### config.mk
export PLATFORM = sky130hd
export DESIGN_NAME = fifo_burst_reader
export DESIGN_NICKNAME = d
export VERILOG_FILES = /design/src/rtl/fifo_burst_reader.sv
export SDC_FILE = /design/constraint.sdc
export NUM_CORES = 1
export LEC_CHECK = 0
export ABC_CLOCK_PERIOD_IN_PS = 2900
export CAP_MARGIN = 15
export CELL_PAD_IN_SITES_DETAIL_PLACEMENT = 0
export CELL_PAD_IN_SITES_GLOBAL_PLACEMENT = 1
export CORE_MARGIN = 3
export CORE_UTILIZATION = 45
export CTS_CLUSTER_SIZE = 40
export DETAILED_ROUTE_END_ITERATION = 8
export PLACE_DENSITY_LB_ADDON = 0.12
export SYNTH_ARGS = -nofsm -noshare
export SYNTH_HDL_FRONTEND = slang
export SYNTH_SLANG_ARGS = --single-unit
### constraint.sdc
create_clock -name rclk -period 2.9 [get_ports rclk]
set_input_delay 0.29 -clock rclk [delete_from_list [all_inputs] [get_ports rclk]]
set_output_delay 0.29 -clock rclk [all_outputs]
set_load 0.02 [all_outputs]
### src/rtl/fifo_burst_reader.sv
// Read-domain consumer for the async FIFO: issues bursts of FIFO pops and buffers the
// returned words for a valid/ready stream, counting every word accepted downstream.
module fifo_burst_reader #(
    parameter int DATA_WIDTH = 8,
    parameter int BURST_LEN  = 16,
    parameter int TIMEOUT    = 64,
    parameter int OBUF_DEPTH = 4,
    parameter int CNT_WIDTH  = 16
) (
    input  logic                  rclk,
    input  logic                  rrst_n,
    input  logic                  fifo_rempty,
    input  logic                  fifo_half_rempty,
    output logic                  fifo_read_enable,
    input  logic [DATA_WIDTH-1:0] fifo_rdata,
    output logic                  m_valid,
    input  logic                  m_ready,
    output logic [DATA_WIDTH-1:0] m_data,
    output logic                  busy,
    output logic [CNT_WIDTH-1:0]  rd_count
);

    localparam int PW = (OBUF_DEPTH > 1) ? $clog2(OBUF_DEPTH) : 1;
    localparam int OW = PW + 1;
    localparam int WW = (TIMEOUT > 1) ? $clog2(TIMEOUT) : 1;
    localparam int BW = $clog2(BURST_LEN + 1);

    localparam logic [WW-1:0] WAIT_MAX   = WW'(TIMEOUT - 1);
    localparam logic [BW-1:0] BURST_LAST = BW'(BURST_LEN - 1);
    localparam logic [OW-1:0] OBUF_FULL  = OW'(OBUF_DEPTH);

    typedef enum logic {
        IDLE,
        BURST
    } state_t;

    state_t                state_q, state_d;
    logic [WW-1:0]         wait_q, wait_d;
    logic [BW-1:0]         burst_q, burst_d;
    logic                  inflight_q;
    logic [OW-1:0]         occ_q, occ_d;
    logic [PW-1:0]         wr_ptr_q, rd_ptr_q;
    logic [DATA_WIDTH-1:0] mem_q [OBUF_DEPTH];
    logic [CNT_WIDTH-1:0]  rd_count_q;

    logic rd_en;
    logic room;
    logic pop;

    // A word already in flight counts against the buffer so its capture never overflows.
    assign room = (occ_q + OW'(inflight_q)) < OBUF_FULL;

    always_comb begin
        state_d = state_q;
        wait_d  = wait_q;
        burst_d = burst_q;
        rd_en   = 1'b0;
        case (state_q)
            IDLE: begin
                if (fifo_rempty) begin
                    wait_d = '0;
                end else if (wait_q != WAIT_MAX) begin
                    wait_d = wait_q + 1'b1;
                end
                if (fifo_half_rempty || (!fifo_rempty && (wait_q == WAIT_MAX))) begin
                    state_d = BURST;
                    wait_d  = '0;
                    burst_d = '0;
                end
            end
            BURST: begin
                wait_d = '0;
                if (fifo_rempty) begin
                    state_d = IDLE;
                end else if (room) begin
                    rd_en   = 1'b1;
                    burst_d = burst_q + 1'b1;
                    if (burst_q == BURST_LAST) begin
                        state_d = IDLE;
                    end
                end
            end
            default: state_d = IDLE;
        endcase
    end

    assign m_valid = (occ_q != '0);
    assign pop     = m_valid & m_ready;

    always_comb begin
        occ_d = occ_q;
        if (inflight_q && !pop) begin
            occ_d = occ_q + 1'b1;
        end else if (!inflight_q && pop) begin
            occ_d = occ_q - 1'b1;
        end
    end

    always_ff @(posedge rclk or negedge rrst_n) begin
        if (!rrst_n) begin
            state_q    <= IDLE;
            wait_q     <= '0;
            burst_q    <= '0;
            inflight_q <= 1'b0;
            occ_q      <= '0;
            wr_ptr_q   <= '0;
            rd_ptr_q   <= '0;
            rd_count_q <= '0;
            for (int unsigned i = 0; i < OBUF_DEPTH; i++) begin
                mem_q[i] <= '0;
            end
        end else begin
            state_q    <= state_d;
            wait_q     <= wait_d;
            burst_q    <= burst_d;
            inflight_q <= rd_en;
            occ_q      <= occ_d;
            if (inflight_q) begin
                mem_q[wr_ptr_q] <= fifo_rdata;
                wr_ptr_q        <= wr_ptr_q + 1'b1;
            end
            if (pop) begin
                rd_ptr_q   <= rd_ptr_q + 1'b1;
                rd_count_q <= rd_count_q + 1'b1;
            end
        end
    end

    assign fifo_read_enable = rd_en;
    assign m_data           = mem_q[rd_ptr_q];
    assign busy             = (state_q == BURST) | inflight_q | m_valid;
    assign rd_count         = rd_count_q;

endmodule

==> results.toml <==
[place]
placement.io_buffers = 39
place_ws_ns = 0.524
hpwl_microns = 4130
gp_congestion = 0.782

[finish]
n_antenna_cell = 0
final_nets = 315
fillers = 577
drive_gt1_frac = 0.226
areaGrowthSynthToFinish_pct = 23.6

[detailed_routing]
detail-route-antenna-nets = 0
via_per_inst = 5.08
first_iter_violations = 63
vias = 1980
wirelength_microns = 5900
drc = 0
wl_per_cell_microns = 15.1
dr.pass1.iters = 4

[synth]
syn_area_sq_um = 3170
ys_async_sr_fraction = 1.00
yosys.area_share.simple = 0.115
synth_edf_count = 0
synth_top_family_by_area = "multiplexers"
synth_top_cell_area_share = 0.536
synth_area_leaders = "dfrtp_1, mux2_2, mux4_2"
syn_nets = 266
post_synth_xor_area_fraction = 0.0745
ys_warn_count = 0
synthAdderAreaFrac = 0.0418
synth_compound_area_frac = 0.0237
synthCells = 243
synth_most_common_cell = "dfrtp_1"
synth-seq-cells = 68
muxShareOfSynthArea = 0.184
avgSynthCellArea_sq_um = 13.1
ys_seq_area_frac = 0.536
synthTopCellsByCount = "dfrtp_1, mux2_2, nand2_1, xnor2_1, nor2_1"
ys.flop_type = "dfrtp_1"
ys_types = 38
synth_top_cell_by_area = "dfrtp_1"

[worst_setup_path]
crit_chain = "mux4_2 -> clkdlybuf4s50_1"
startpoint_type = "flip-flop"
slowest_delay_ns = 0.73
ff2ff_setup_slack_ns = 0.51
crit_slowest_cell = "dfrtp_1"
cp.required_ns = 2.61
r2r-start = "occ_q[0]"
r2r_cells = 9
critical_path_class = "reg -> out"
r2r-end = "occ_q[2]"
worst_ep_arrival_time_ns = 2.22
critPathMaxFanout = 10
setup.worst_path.end_class = "output port"

[run]
drv_cap = 0

[die]
fp-row-count = 29
ios = 40
die-height_microns = 90.0
start_util = 0.480
die_area_sq_um = 8090
die_x_microns = 90.0
core_area_sq_um = 6600

[cts]
tritoncts = "done"
clk_latency_ns = 0.34
numClockSinks = 68
cts_root_buf = "clkbuf_8"
hold_buffers = 1
ctsResizeCount = 0
post-cts-setup-buffers = 0
clk_path_buf_depth = 2
clk_pin_slew_ns = 0.07
cts_max_level = 3
cts_buffers = 9

[timing]
layout_setup_ws_ns = 0.393
finalSetupTns_ns = 0
drv_slew = 0
fmax_mhz = 399
finClkSkew_ns = 0.00820
hold_violations = 0
period_minus_slack_ns = 2.51
worst_slew_pin_slew_ns = 0.679
rsz0062_at_grt = "false"
fin_crit_sh = 0.864
finalSetupViolCount = 0
relSlewSlack = 0.547

[run_status]
status = "finished, final reports clean"

[power]
leakagePower_uw = 0.00168
p_per_area_nw_per_um2 = 1000
ir_drop_uv = 547

[min_path]
min_to = "wait_q[0]"
worstHoldPathType = "reg -> reg"
holdCritStartpoint = "wait_q[0]"
worstHoldPathCells = 1

[global_routing]
grt-ovfl-total = 0
grtUsageTotal = 0.162
grt_pass1_wl_microns = 10400
grt_pass1_vias = 2104
antenna_found_initial = 0
grt_max_degree = 31
-- layer usage --
| metal | wire length, microns | up-vias | part of all wire | track usage |
|---|---|---|---|---|
| met5 | 0 | - | 0 | 0 |
| met4 | 123 | 0 | 0.021 | 0.0804 |
| met3 | 213 | 9 | 0.036 | 0.0384 |
| met2 | 2680 | 41 | 0.45 | 0.243 |
| met1 | 2890 | 973 | 0.49 | 0.221 |
| li1 | - | 957 | - | - |
-- layout by cell type (no fill, tap or decap), types with 2 or more instances in the layout --
cell | Yosys | layout
a22o_1 | 3 | 3
and3_1 | 5 | 5
buf_4 | 0 | 4
bufinv_16 | 0 | 3
clkbuf_8 | 0 | 9
clkdlybuf4s50_1 | 0 | 38
clkinv_4 | 0 | 2
dfrtp_1 | 68 | 68
ha_1 | 9 | 9
inv_1 | 8 | 8
inv_6 | 1 | 2
mux2_2 | 33 | 33
mux4_2 | 8 | 8
nand2_1 | 20 | 20
nand2b_1 | 3 | 3
nand3_1 | 8 | 8
nand4_1 | 8 | 8
nor2_1 | 15 | 15
nor4_1 | 3 | 3
xnor2_1 | 20 | 20
xor2_1 | 7 | 7
-- worst max path at each step --
stage / cells after the start / start / to
floorplan: 10 / occ_q[0] / occ_q[2]
global placement: 9 / occ_q[0] / occ_q[2]
detailed placement: 9 / occ_q[0] / occ_q[2]
CTS: 2 / rd_ptr_q[0] / m_data[7]
global route: 9 / occ_q[0] / occ_q[2]
finish: 2 / rd_ptr_q[0] / m_data[7]
-- critical path: cells and delay by family (launching register included) --
| kind | cells | cell delay, ns |
|---|---|---|
| buffers and inverters | 1 | 0.55 |
| flip-flops | 1 | 0.73 |
| multiplexers | 1 | 0.60 |
-- power by group --
group | total, uW | switching (uW) | internal [uW] | leakage (uW)
Clock | 954 | 377 | 577 | 0.000120
Sequential | 1590 | 302 | 1290 | 0.000847
Combinational | 1390 | 571 | 820 | 0.000710
-- cells by family (layout without fill, tap and decap cells) --
family                   count (synthesis)  in the layout
AO/OA/AOI/OAI                            9              9
XOR/XNOR                                27             27
buffers and inverters                   15             69
flip-flops                              68             68
adder cells (fa/ha/maj)                 10             10
AND/OR/NAND/NOR                         71             71
multiplexers                            43             43
-- metrics by stage --
step / util / hold slack [ns] / power (uW) / instance area [sq um] / cells
3_5_place_dp: 0.555 / 0.375 / 3020 / 3660 / 373
2_1_floorplan: - / -0.00559 / 2490 / 3170 / 243
3_3_place_gp: 0.555 / 0.372 / 2980 / 3660 / 373
6_report: 0.594 / 0.465 / 3940 / 3920 / 390
4_1_cts: 0.594 / 0.468 / 3990 / 3920 / 390
5_1_grt: 0.594 / 0.504 / 4200 / 3920 / 390
-- cell type report --
type / count / area, sq um / area share
sequential: 68 / 1700 / 0.434
multi-input combinational: 160 / 1390 / 0.355
timing repair buffer: 44 / 425 / 0.108
clock buffer: 9 / 124 / 0.0316
clock inverter: 7 / 124 / 0.0316
tap: 93 / 116 / 0.0297
inverter: 9 / 38.8 / 0.00989
-- registers in the layout, summed over array words and instances, names as in the netlist --
name,count
occ_q,3
wait_q,6
state_q,1
mem_q,32
wr_ptr_q,2
rd_ptr_q,2
rd_count,16
inflight_q,1
burst_q,5
(Power assumes the default switching activity.)
